<file path="src/rtl/fn_division_seq.sv">
// Sequential restoring divider: one quotient bit per clock, fixed latency of ANCHO+1 cycles.
// Optional macro FN_DIV_SIGNO_EN compiles in signed division (DIV/REM) selected by signo.
module fn_division_seq #(
    parameter int ANCHO = 32
) (
    input  logic             clk,
    input  logic             reset,
    input  logic             inicio,
    input  logic             signo,
    input  logic [ANCHO-1:0] a,
    input  logic [ANCHO-1:0] b,
    output logic             ocupado,
    output logic             listo,
    output logic [ANCHO-1:0] cociente,
    output logic [ANCHO-1:0] resto
);

    localparam int CW = $clog2(ANCHO + 1);

    typedef enum logic [1:0] {
        REPOSO,
        CALCULO,
        AJUSTE
    } estado_t;

    estado_t          estado, estado_sig;
    logic [CW-1:0]    cuenta, cuenta_sig;
    logic [ANCHO-1:0] dividendo, dividendo_sig;   // dividend bits shift out, quotient bits shift in
    logic [ANCHO-1:0] divisor, divisor_sig;
    logic [ANCHO-1:0] parcial, parcial_sig;
    logic             ocupado_sig, listo_sig;
    logic [ANCHO-1:0] cociente_sig, resto_sig;
    logic [ANCHO-1:0] mag_a, mag_b;

    logic [ANCHO:0]   tanteo;
    logic [ANCHO+1:0] dif;
    logic             cabe;

`ifdef FN_DIV_SIGNO_EN
    logic neg_q, neg_q_sig, neg_r, neg_r_sig;
    logic a_neg, b_neg;

    assign a_neg = signo & a[ANCHO-1];
    assign b_neg = signo & b[ANCHO-1];
    assign mag_a = a_neg ? -a : a;
    assign mag_b = b_neg ? -b : b;
`else
    assign mag_a = a;
    assign mag_b = b;
`endif

    // Trial subtraction; the extra top bit of dif is the borrow.
    assign tanteo = {parcial, dividendo[ANCHO-1]};
    assign dif    = {1'b0, tanteo} - {2'b00, divisor};
    assign cabe   = ~dif[ANCHO+1];

    logic [1:0] unused_bits;
    assign unused_bits = {signo, dif[ANCHO]};

    always_comb begin
        // NOTE: every signal written here gets a default first, so no path leaves a latch.
        estado_sig    = estado;
        cuenta_sig    = cuenta;
        dividendo_sig = dividendo;
        divisor_sig   = divisor;
        parcial_sig   = parcial;
        ocupado_sig   = ocupado;
        listo_sig     = 1'b0;
        cociente_sig  = cociente;
        resto_sig     = resto;
`ifdef FN_DIV_SIGNO_EN
        neg_q_sig     = neg_q;
        neg_r_sig     = neg_r;
`endif

        unique case (estado)
            REPOSO: begin
                if (inicio) begin
                    estado_sig    = CALCULO;
                    cuenta_sig    = CW'(ANCHO);
                    dividendo_sig = mag_a;
                    divisor_sig   = mag_b;
                    parcial_sig   = '0;
                    ocupado_sig   = 1'b1;
`ifdef FN_DIV_SIGNO_EN
                    // A zero divisor keeps the all-ones quotient uncorrected.
                    neg_q_sig     = (a_neg ^ b_neg) & (b != '0);
                    neg_r_sig     = a_neg;
`endif
                end
            end

            CALCULO: begin
                parcial_sig   = cabe ? dif[ANCHO-1:0] : tanteo[ANCHO-1:0];
                dividendo_sig = {dividendo[ANCHO-2:0], cabe};
                cuenta_sig    = cuenta - CW'(1);
                if (cuenta == CW'(1)) begin
                    estado_sig = AJUSTE;
                end
            end

            AJUSTE: begin
`ifdef FN_DIV_SIGNO_EN
                cociente_sig = neg_q ? -dividendo : dividendo;
                resto_sig    = neg_r ? -parcial : parcial;
`else
                cociente_sig = dividendo;
                resto_sig    = parcial;
`endif
                listo_sig    = 1'b1;
                ocupado_sig  = 1'b0;
                estado_sig   = REPOSO;
            end

            default: estado_sig = REPOSO;
        endcase
    end

    // NOTE: state registers use non-blocking assignment so every flop samples pre-edge values.
    always_ff @(posedge clk) begin
        if (reset) begin
            estado    <= REPOSO;
            cuenta    <= '0;
            dividendo <= '0;
            divisor   <= '0;
            parcial   <= '0;
            ocupado   <= 1'b0;
            listo     <= 1'b0;
            cociente  <= '0;
            resto     <= '0;
`ifdef FN_DIV_SIGNO_EN
            neg_q     <= 1'b0;
            neg_r     <= 1'b0;
`endif
        end else begin
            estado    <= estado_sig;
            cuenta    <= cuenta_sig;
            dividendo <= dividendo_sig;
            divisor   <= divisor_sig;
            parcial   <= parcial_sig;
            ocupado   <= ocupado_sig;
            listo     <= listo_sig;
            cociente  <= cociente_sig;
            resto     <= resto_sig;
`ifdef FN_DIV_SIGNO_EN
            neg_q     <= neg_q_sig;
            neg_r     <= neg_r_sig;
`endif
        end
    end

endmodule

</file>
<file path="config.mk">
export PLATFORM = sky130hd
export DESIGN_NAME = fn_division_seq
export DESIGN_NICKNAME = d
export VERILOG_FILES = /design/src/rtl/fn_division_seq.sv
export SDC_FILE = /design/constraint.sdc
export NUM_CORES = 1
export LEC_CHECK = 0
export BUFFER_PORTS_ARGS = -buffer_cell sky130_fd_sc_hd__buf_2
export CORE_ASPECT_RATIO = 0.75
export CORE_UTILIZATION = 51
export DETAILED_ROUTE_END_ITERATION = 7
export GPL_ROUTABILITY_DRIVEN = 0
export GPL_TIMING_DRIVEN = 0
export PLACE_DENSITY = 0.8
export SYNTH_ARGS = -nofsm -noshare
export SYNTH_HDL_FRONTEND = slang
export SYNTH_SLANG_ARGS = --single-unit
export TNS_END_PERCENT = 100
</file>
<file path="constraint.sdc">
create_clock -name clk -period 2.7 [get_ports clk]
set_clock_uncertainty 0.15 [all_clocks]
set_input_delay 0.405 -clock clk [delete_from_list [all_inputs] [get_ports clk]]
set_output_delay 0.405 -clock clk [all_outputs]
set_load 0.03 [all_outputs]
</file>
Yosys cells after proc, flatten, opt, wreduce, memory -nomap -nowiden
Cells that the tools add are included.
{ "word_totals": {"regBits": 170, "wordCells": 37, "output_inout_bits": 66} }
{ "op_classes": {"mux": 13, "reduce_logical": 7, "n_eq_ne": 5, "n_bitwise": 1, "n_addsub": 2} }
{ "op_table": {"columns": ["cell", "count"], "rows": [
  ["$pmux W32 S2", 2],
  ["$mux W32", 3],
  ["$sub A33 B32 Y34", 1],
  ["$pmux W6 S2", 1],
  ["$reduce_and A2 Y1", 4],
  ["$eq A6 B1 Y1 const B", 1],
  ["$mux W6", 1],
  ["$sub A6 B1 Y6 const B", 1],
  ["$mux W2", 2],
  ["$ne A2 B2 Y1 const B", 2],
  ["$pmux W2 S2", 1],
  ["$reduce_bool A2 Y1", 2],
  ["$eq A2 B1 Y1 const B", 1],
  ["$eq A2 B2 Y1 const B", 1],
  ["$logic_not A2 Y1", 1],
  ["$mux W1", 2],
  ["$pmux W1 S2", 1],
  ["$not A1 Y1", 1]
]} }

Longest topological paths before layout
Gate-level depths: netlist of run 1.
{ "logic_depth": {"word_depth": 3, "mapped_depth": 14, "ltp_nobuf": 13} }

Worst setup path after synthesis of run 1
Ideal clock, no wire load.
{ "synth_timing": {"path_kind": "reg2reg", "from": "reg dividendo[31]", "to": "reg parcial[30]", "path_stages_with_launch": 14, "setup_ps": 126, "path_slack_ps": -190, "required_time_ps": 2424, "n_path_buf": 0, "arrival_time_ps": 2614, "cell_sequence": "dfxtp_1 -> inv_1 -> ha_1 -> inv_1 -> fa_1 -> a211o_1 -> a211oi_2 -> o21ai_1 -> a21o_1 -> a221o_1 -> a31oi_1 -> xnor2_1 -> mux2i_1 -> o21ai_1"} }
{ "synth_between": {"elab_chain_len": 3} }
{ "synth_lines": {"columns": ["item", "line", "rtl"], "rows": [
  ["from (decl)", "28", "logic [ANCHO-1:0] dividendo, dividendo_sig;"],
  ["from (signal assigned)", "138", "dividendo <= dividendo_sig;"],
  ["$sub A33 B32 Y34", "54", "assign dif = {1'b0, tanteo} - {2'b00, divisor};"],
  ["$mux W32", "94", "parcial_sig = cabe ? dif[ANCHO-1:0] : tanteo[ANCHO-1:0];"],
  ["$pmux W32 S2", "76", "unique case (estado)"],
  ["to (signal assigned)", "140", "parcial <= parcial_sig;"],
  ["to (decl)", "30", "logic [ANCHO-1:0] parcial, parcial_sig;"]
]} }
No other way between the ends.
A chain may end at the register's enable or synchronous reset.

Worst setup path in the final report of run 1
Ends and elaborated chain as after synthesis.

==> metrics, run 1 <==
Die Width=143 µm; most instantiated cells after synthesis=dfxtp_1, nand2_1, a21oi_1; yosys warns=0; Worst-path clk slew=0.07 ns; Filler Cells Inserted=1213; FP Rows=38; FF-to-FF path depth=13; Tcrit/Tclk final=111%; cts bufs inserted=17; most used standard cell by instance count after synthesis=dfxtp_1; Hold Crit Depth=3; global-route wire length before repair=32.6 mm; vias per cell=5.67; Max clock buf depth=2; final-report hold violation count=0; syn nets=973; Port Buf Inserts=132; io pins=134; First-pass DRT Iterations=6; largest net degree at the start of global routing=17; die area=15400 µm²; Area Overhead vs Synth=24.8%; clock share of power=21.1%; r2r endpoint=parcial[30]$_SDFFE_PP0P_; Final Instance Area=approximately 9500 µm²; Critical Path Start Type=flip-flop; endpoints failing setup=33; vias in the first global route=between 6000 and 7000; area of the core=14500 µm²; vias post-DR=a little over 7000; final setup margin=-0.290 ns; Crit Path Category=reg -> reg; Seq cells post-synth=170; Overall Global Routing Usage=27.2%; internal power=slightly below 7 mW; H-tree Lvls=4; starting density of the core=52.4%; total power=11.1 mW; GRT Residual Overflow=0; Slew Limit Fails=0; CTS tree=yes; Post-synth EDFFs=0; most area-consuming cells after synthesis=dfxtp_1, a22o_1, a21oi_1, nand2_1, ha_1; Max Freq=334 MHz; Synth cell types=57; crit path DAT=around 3.1 ns; RSZ-0062 raised after global routing=yes; status=finished, violations left; residual DRC count=0; Syn Area/Cell=8.76 µm²; Tightest Pin Transition=0.731 ns; CP Capture Type=flip-flop; WL final=20.9 mm; root buffer cell=clkbuf_16; top-area cell type share of the netlist area=roughly 45%; Min-Delay Startpoint=b[10]; # clock sinks=170; worst ir drop on vdd=0.652 mV; switching part of the total power=39.0%; Seq/Total Area, Yosys=44.6%; R2R Path Start=dividendo[31]$_SDFFE_PP0P_; HP Class=in -> reg; initial antenna violation count=0; Worst Hold Path EP=divisor[10]$_SDFFE_PP0P_; placed cell area=8540 µm²; routed len/inst=16.6 µm; post-route ant nets=0; crit path time final=~3 ns; failing checks=setup timing; die height=108 µm; Max-slew headroom=50.9%; flop2flop setup slack=-0.29 ns; final net count=1147; max_cap viols=0; Static Leakage=4.04 nW; ant diodes=0; cell taking the most area after synthesis=dfxtp_1; post-synthesis cell area=roughly 7600 µm²; Pwr Density=1170 nW/µm²; WHS=0.0562 ns; hpwl dp=14.1 mm; Sequential cell area=~3400 µm²; First DRT Iteration DRCs=746; Cells after Synth=870; Gate power share=52.3%; area of the multi-input gates=4060 µm²; layout cell share with drive strength beyond 1=22.4%; NetSw=4.34 mW; FFs w/ async S/R, synth=0%; Clock Latency Late Sink=0.43 ns; Req. time, crit path=2.85 ns; Synth Flop Type=dfxtp_1; largest fanout on the critical path=3; Hold Buf Count CTS=0; Reg power frac=26.6%
==> cells by family (layout without fill, tap and decap cells) <==
logic type	count (synthesis)	after routing	share of synthesized area (%)
DFF	170	170	44.6
and+or+nand+nor	211	211	11.8
xor gates and xnor gates	28	28	3.22
muxes	7	7	0.936
buffers and inverters	96	283	4.94
AOI/OAI and AO/OA	323	323	28.6
adders and majority gates	35	35	5.84
==> flip-flops by register name, indices dropped and copies added (netlist names) <==
name and cells:
parcial 32, cociente 32, cuenta 6, estado 2
dividendo 32, listo 1, divisor 32, resto 32
ocupado 1
==> critical path: stages (launching register included) <==
cell	delay, ns
dfxtp_2	0.33
inv_2	0.07
ha_4	0.14
inv_2	0.04
fa_2	0.34
a211o_1	0.30
a211oi_2	0.28
o21ai_2	0.12
a21o_1	0.23
a221o_1	0.33
a31oi_1	0.22
xnor2_1	0.10
mux2i_1	0.14
o21ai_1	0.07
==> layer usage <==
| layer | vias up | routed length, µm | global-route usage [%] |
|---|---|---|---|
| li1 | 3461 | - | - |
| met3 | 40 | 1360 | 6.05 |
| met1 | 3360 | 9720 | 37.6 |
| met4 | 0 | 471 | 9.22 |
| met2 | 260 | 9370 | 41.7 |
| met5 | - | 0 | 0 |
==> cell usage in the layout (no fill, tap or decap), drive strengths merged, types with 3 or more instances in the layout <==
cell      n
a211oi    5
a21o     19
a21oi   107
a22o     64
a22oi    33
a31oi     3
a32oi    10
and2      6
and3      4
buf     168
clkbuf   67
clkinv    3
dfxtp   170
ha       34
inv      42
mux2i     6
nand2   139
nand2b    4
nand3     6
nand4     5
nor2     27
nor2b     8
nor3      4
o21a      8
o21ai    50
o21bai    4
xnor2    17
xor2     11
==> worst max path at each step <==
stage,start,endpoint,cells after the start,slack (ns)
floorplan,dividendo[31]$_SDFFE_PP0P_,parcial[30]$_SDFFE_PP0P_,13,-0.05
global placement,divisor[1]$_SDFFE_PP0P_,parcial[21]$_SDFFE_PP0P_,11,-0.36
detailed placement,divisor[1]$_SDFFE_PP0P_,parcial[19]$_SDFFE_PP0P_,11,-0.37
CTS,dividendo[31]$_SDFFE_PP0P_,parcial[30]$_SDFFE_PP0P_,13,-0.32
global route,dividendo[31]$_SDFFE_PP0P_,parcial[30]$_SDFFE_PP0P_,13,-0.36
finish,dividendo[31]$_SDFFE_PP0P_,parcial[30]$_SDFFE_PP0P_,13,-0.29
==> final cells by class <==
cell class              count  area share (%)
plain buffers              55            2.59
clock buffers              24            5.06
clock inverters             8           0.894
inverters                  40            1.58
multi-input cells         604            42.6
flip-flops and latches    170            35.8
well taps                 200            2.63
repair buffers            156            8.84
==> what timing repair did <==
| action | 4_1_cts | 5_1_grt |
|---|---|---|
| buffers inserted | 15 | 11 |
| endpoints found under the setup margin | 33 | 33 |
| pin swaps | 22 | 20 |
| gates resized for setup | 39 | 24 |
| cloned | 0 | 0 |
==> power by group through the flow <==
stage / Sequential (mW) / Clock (mW) / Combinational (mW)
6_report: 2.96 / 2.35 / 5.82
4_1_cts: 2.95 / 2.36 / 5.08
2_1_floorplan: 2.93 / 0 / 3.43
5_1_grt: 2.98 / 2.48 / 6.21
3_5_place_dp: 3.00 / 0 / 4.31
3_3_place_gp: 2.99 / 0 / 4.25
==> per-stage QoR <==
stage	setup WS (ns)	utilization, %	setup TNS (ns)	cells
4_1_cts	-0.323	64.2	-1.03	1248
5_1_grt	-0.357	65.4	-8.40	1257
6_report	-0.290	65.4	-4.79	1257
2_1_floorplan	-0.0466	-	-0.0466	870
3_5_place_dp	-0.369	58.7	-9.46	1202
3_3_place_gp	-0.364	58.7	-8.15	1202
Note: power is estimated with default switching activity, not from simulation.
==> run 2, diff against run 1 <==
--- a/config.mk
+++ b/config.mk
@@ -11,7 +11,7 @@
 export DETAILED_ROUTE_END_ITERATION = 7
 export GPL_ROUTABILITY_DRIVEN = 0
 export GPL_TIMING_DRIVEN = 0
-export PLACE_DENSITY = 0.8
+export PLACE_DENSITY = 0.82
 export SYNTH_ARGS = -nofsm -noshare
 export SYNTH_HDL_FRONTEND = slang
 export SYNTH_SLANG_ARGS = --single-unit
==> run 2 against run 1 <==
- the run still ends with setup timing left
- critical path depth increased by 2
- core utilization about the same
- combinational power about the same
- worst setup slack got worse by 0.020 ns
- die area unchanged
- register-to-register slack got worse by 0.02 ns
- final area about the same
- non-clock buffer count decreased by 1
- sequential cell count unchanged
==> metrics, run 2 (synthesis gave the netlist of run 1 again) <==
failing checks=setup timing; largest fanout on the critical path=2 (-1); Req. time, crit path=2.87 ns (+0.02 ns); commonest cells after routing, fill and taps aside=dfxtp_1, nand2_1, buf_2; Gate power share=51.7% (-0.6 points); final net count=1146 (-0.087%); Overall Global Routing Usage=27.9% (+0.64 points); ant diodes=0 (unchanged); HP Class=in -> reg; post-route ant nets=0 (unchanged); cts bufs inserted=17 (unchanged); Max clock buf depth=2 (unchanged); largest net degree at the start of global routing=17 (unchanged); Max-slew headroom=51.5% (+0.63 points); routed len/inst=16.8 µm (+1.1%); final-report hold violation count=0 (unchanged); max_cap viols=0 (unchanged); residual DRC count=0 (unchanged); WL final=21.1 mm (+1.1%); First DRT Iteration DRCs=638 (-14%); cell total after placement=1202 (unchanged); global-route wire length before repair=33.6 mm (+3.1%); Slew Limit Fails=0 (unchanged); internal power=6.94 mW (+2.2%); clock share of power=22.2% (+1.1 points); NetSw=4.37 mW (+0.64%); Reg power frac=26.2% (-0.4 points); crit path DAT=3.18 ns (+0.04 ns); layout cell share with drive strength beyond 1=22.1% (-0.36 points); area of the core=14500 µm² (unchanged); Crit Path Category=reg -> reg; # clock sinks=170 (unchanged); initial antenna violation count=0 (unchanged); Tcrit/Tclk final=111% (+0.72 points); Tightest Pin Transition=0.722 ns (-0.00935 ns); RSZ-0062 raised after global routing=yes; Post-Place Setup Slack=-0.410 ns (-0.0411 ns); hpwl dp=14.3 mm (+1.3%); vias per cell=5.70 (+0.57%); First-pass DRT Iterations=6 (unchanged); root buffer cell=clkbuf_16; CTS tree=yes; FP Rows=38 (unchanged); switching part of the total power=38.6% (-0.37 points); Static Leakage=4.09 nW (+1.1%); io pins=134 (unchanged); worst ir drop on vdd=0.699 mV (+7.3%); Worst-path clk slew=0.07 ns (about the same); starting density of the core=52.4% (unchanged); Port Buf Inserts=132 (unchanged); endpoints failing setup=33 (unchanged); Area Overhead vs Synth=24.7% (about the same); Hold Buf Count CTS=0 (unchanged); vias post-DR=7156 (+0.49%); GRT Residual Overflow=0 (unchanged); Non-Filler Instances=1256 (-0.080%); vias in the first global route=6762 (+4.3%); die height=108 µm (unchanged); Critical Path Start Type=flip-flop; Max Freq=332 MHz (-0.65%); Clock Latency Late Sink=0.43 ns (about the same); most common cell after layout, fill and taps aside=dfxtp_1; status=finished, violations left; WHS=0.0645 ns (+0.00829 ns); final core occ=65.4% (about the same); H-tree Lvls=4 (unchanged); final setup margin=-0.310 ns (-0.0196 ns); die area=15400 µm² (unchanged); crit path time final=3.01 ns (+0.0196 ns); Die Width=143 µm (unchanged); Pwr Density=1190 nW/µm² (+1.7%); CP Capture Type=flip-flop
==> run 2: path summary, 6_finish.rpt <==
path	start	endpoint	slack [ns]	cells past startpoint
worst max register to register	dividendo[31]$_SDFFE_PP0P_	parcial[18]$_SDFFE_PP0P_	-0.31	15
worst min register to register	divisor[13]$_SDFFE_PP0P_	divisor[13]$_SDFFE_PP0P_	0.31	2
worst max-delay path	dividendo[31]$_SDFFE_PP0P_	parcial[18]$_SDFFE_PP0P_	-0.31	15
worst min-delay path	b[26]	divisor[26]$_SDFFE_PP0P_	0.06	3
==> run 2: per-stage QoR <==
stage,setup TNS [ns],area [µm²],power [mW]
after floorplan,-0.0466,7630,6.36
after global placement,-8.30,8540,7.23
after detailed placement,-9.61,8540,7.30
after CTS,-1.15,9430,10.7
after global routing,-8.00,9510,11.9
final,-3.96,9510,11.3
==> run 2: area by class of cell <==
type / instances / area [µm²]
multi-input cells: 604 / 3990
flip-flops and latches: 170 / 3410
inverters: 40 / 150
clock buffers: 19 / 443
fillers: 1186 / 5040
repair buffers: 155 / 866
clock inverters: 13 / 155
well taps: 200 / 250
plain buffers: 55 / 250
==> run 2: layer usage <==
| layer | vias to the layer above | share of wire [%] | track usage [%] |
|---|---|---|---|
| met5 | - | 0 | 0 |
| met1 | 3342 | 46 | 38.1 |
| met4 | 0 | 1.6 | 7.68 |
| met3 | 42 | 6.9 | 5.74 |
| li1 | 3469 | - | - |
| met2 | 303 | 46 | 44.4 |
==> run 2: critical path, stage by stage, from the launching register on <==
cell and delay (ns):
dfxtp_2 0.33, inv_2 0.06, ha_4 0.13, inv_2 0.04, fa_2 0.34, a211o_1 0.31
a211oi_4 0.28, buf_4 0.17, buf_6 0.10, o31ai_2 0.06, a21oi_2 0.22, o21ai_2 0.10
a21o_1 0.20, a21oi_2 0.16, xor2_1 0.16, o21ai_1 0.09
==> run 2: repair_timing <==
| item | CTS | global route |
|---|---|---|
| setup endpoints to repair | 33 | 33 |
| buffers inserted | 17 | 5 |
| resized for setup | 44 | 13 |
| pin swaps | 21 | 13 |
| gates cloned | 1 | 0 |
==> run 2: power groups by stage <==
stage | Clock (mW) | Sequential, mW | Combinational (mW)
6_report | 2.51 | 2.96 | 5.84
5_1_grt | 2.63 | 2.98 | 6.25
4_1_cts | 2.51 | 2.95 | 5.29
3_5_place_dp | 0 | 3.00 | 4.30
3_3_place_gp | 0 | 2.99 | 4.24
2_1_floorplan | 0 | 2.93 | 3.43
==> run 3, diff against run 2 <==
--- a/config.mk
+++ b/config.mk
@@ -7,11 +7,11 @@
 export LEC_CHECK = 0
 export BUFFER_PORTS_ARGS = -buffer_cell sky130_fd_sc_hd__buf_2
 export CORE_ASPECT_RATIO = 0.75
-export CORE_UTILIZATION = 51
+export CORE_UTILIZATION = 50
 export DETAILED_ROUTE_END_ITERATION = 7
 export GPL_ROUTABILITY_DRIVEN = 0
 export GPL_TIMING_DRIVEN = 0
-export PLACE_DENSITY = 0.82
+export PLACE_DENSITY = 0.78
 export SYNTH_ARGS = -nofsm -noshare
 export SYNTH_HDL_FRONTEND = slang
 export SYNTH_SLANG_ARGS = --single-unit
==> constraint.sdc (replaced) <==
create_clock -name clk -period 2.8 [get_ports clk]
set_clock_uncertainty 0.15 [all_clocks]
set_input_delay 0.42 -clock clk [delete_from_list [all_inputs] [get_ports clk]]
set_output_delay 0.42 -clock clk [all_outputs]
set_load 0.03 [all_outputs]
==> run 3 against run 2 <==
- the flow still finishes with violations (setup timing)
- die area up 2.0%
- core utilization up 1.2 points
- cell count up 0.56%
- critical path depth down 2
- global-route usage down 0.78 points
- combinational power up 7.9%
- clock power down 7%
- register-to-register slack better by 0.11 ns
==> metrics, run 3 (synthesis gave the netlist of run 1 again) <==
status=finished, violations left; failing checks=setup timing; H-tree Lvls=4 (unchanged); Critical Path Start Type=flip-flop; Max Freq=334 MHz (+0.41%); WL final=22.3 mm (+5.6%); Crit Path Category=reg -> reg; Tightest Pin Transition=0.819 ns (+0.0966 ns); GRT Residual Overflow=0 (unchanged); Max-slew headroom=45.0% (-6.5 points); FP Rows=38 (unchanged); Pwr Density=1180 nW/µm² (-0.95%); vias per cell=5.81 (+2.0%); Hold Buf Count CTS=0 (unchanged); Port Buf Inserts=132 (unchanged); Max clock buf depth=2 (unchanged); layout cell share with drive strength beyond 1=25.4% (+3.3 points); largest net degree at the start of global routing=20 (+3); Req. time, crit path=2.95 ns (+0.08 ns); cts bufs inserted=17 (unchanged); post-route ant nets=0 (unchanged); io pins=134 (unchanged); Die Width=145 µm (+0.98%); vias in the first global route=6696 (-0.98%); Worst-path clk slew=0.08 ns (about the same); die height=109 µm (+0.98%); final setup margin=-0.198 ns (+0.112 ns); RSZ-0062 raised after global routing=yes; hpwl dp=14.2 mm (-0.51%); endpoints failing setup=14 (-58%); die area=15700 µm² (+2.0%); Static Leakage=4.14 nW (+1.4%); residual DRC count=0 (unchanged); Setup crit start=dividendo[31]$_SDFFE_PP0P_; Filler Cells Inserted=1156 (-2.5%); Overall Global Routing Usage=27.1% (-0.78 points); crit-path leading delay family=compound AO/OA/AOI/OAI gates; Tcrit/Tclk final=107% (-4.4 points); HP Class=in -> reg; area of the multi-input gates=4180 µm² (+4.7%); Sequential cell area=3410 µm² (+0.15%); worst ir drop on vdd=0.820 mV (+17%); Post-Route Setup TNS=-0.720 ns (+3.24 ns); Slew Limit Fails=0 (unchanged); max_cap viols=0 (unchanged); Buf+Inv Stages, Crit Path=2 (-2); largest fanout on the critical path=2 (unchanged); total power=11.5 mW (+1.8%); starting density of the core=51.9% (-0.51 points); CTS tree=yes; First-pass DRT Iterations=5 (-1); First DRT Iteration DRCs=723 (+13%); R2R Path Start=dividendo[31]$_SDFFE_PP0P_; slowest stage delay, CP=0.35 ns (about the same); Clock Latency Late Sink=0.44 ns (about the same); crit-path cells=inv_2 -> ha_4 -> inv_2 -> fa_2 -> a211o_1 -> a211oi_2 -> o21ai_2 -> a21o_1 -> a221o_1 -> a31oi_1 -> xnor2_1 -> mux2i_1 -> o21ai_1; Worst path most repeated cell=inv_2; # clock sinks=170 (unchanged); commonest cells after routing, fill and taps aside=dfxtp_1, nand2_1, buf_2; crit path time final=3.00 ns (-0.0123 ns); most common cell after layout, fill and taps aside=dfxtp_1; Area Overhead vs Synth=28.3%; Min-Delay Startpoint=b[9]; vias post-DR=7338 (+2.5%); global-route wire length before repair=33.2 mm (-0.99%); root buffer cell=clkbuf_16; initial antenna violation count=0 (unchanged); ant diodes=0 (unchanged); final net count=1153 (+0.61%); crit path DAT=3.15 ns (-0.03 ns); routed len/inst=17.7 µm (+5.0%); CP Capture Type=flip-flop; area of the core=14700 µm² (+0.98%); final-report hold violation count=0 (unchanged); slowest cell on the critical path=fa_2
==> run 3: changes by cell type in the layout (fill, tap and decap cells not counted), moves of 4 or more <==
cell,previous run,this run
ha_1,28,18
o21ai_0,31,22
ha_4,2,10
o21ai_1,14,21
inv_6,7,2
inv_8,1,6
dfxtp_1,167,163
dfxtp_2,3,7
==> run 3: what timing repair did <==
item	4_1_cts	5_1_grt
resized for setup	26	87
pin swaps	18	36
setup buffers	18	11
endpoints found under the setup margin	32	33
cloned	0	3
==> run 3: final timing paths <==
kind | endpoint | slack [ns] | cells past startpoint
worst min-delay path | divisor[9]$_SDFFE_PP0P_ | 0.06 | 3
worst min register to register | divisor[25]$_SDFFE_PP0P_ | 0.30 | 2
worst max-delay path | parcial[30]$_SDFFE_PP0P_ | -0.20 | 13
worst max register to register | parcial[30]$_SDFFE_PP0P_ | -0.20 | 13
==> run 3: per-layer routing <==
metal | wire (µm) | vias up | share of wire, % | GRT usage [%]
li1 | - | 3483 | - | -
met1 | 10200 | 3471 | 46 | 37.0
met2 | 9850 | 329 | 44 | 41.2
met3 | 1590 | 55 | 7.1 | 5.88
met4 | 710 | 0 | 3.2 | 11.6
met5 | 0 | - | 0 | 0
==> run 3: worst min-delay path, cell delays in order <==
cell and delay (ns):
buf_2 0.10, nand2_1 0.04, a21oi_1 0.05
==> run 3: area by class of cell <==
| cell class | instances | share of cell area, % |
|---|---|---|
| repair buffers | 161 | 9.47 |
| well taps | 200 | 2.56 |
| plain buffers | 56 | 2.76 |
| clock buffers | 17 | 4.35 |
| flip-flops and latches | 170 | 34.9 |
| clock inverters | 15 | 1.71 |
| multi-input cells | 604 | 42.7 |
| inverters | 40 | 1.56 |
==> run 3: metrics by stage <==
stage / utilization [%] / worst slack, ns / hold WS (ns) / instances / cell area, µm²
floorplan: - / 0.0392 / 0.286 / 870 / 7630
global placement: 58.1 / -0.279 / 0.294 / 1202 / 8540
detailed placement: 58.1 / -0.277 / 0.297 / 1202 / 8540
CTS: 63.6 / -0.186 / 0.0697 / 1252 / 9340
global route: 66.6 / -0.266 / 0.0789 / 1263 / 9780
finish: 66.6 / -0.198 / 0.0649 / 1263 / 9780
==> run 3: where the power goes <==
group / internal [mW] / switching [mW]
clock network: 1.20 / 1.14
registers: 2.63 / 0.245
logic: 3.01 / 3.30
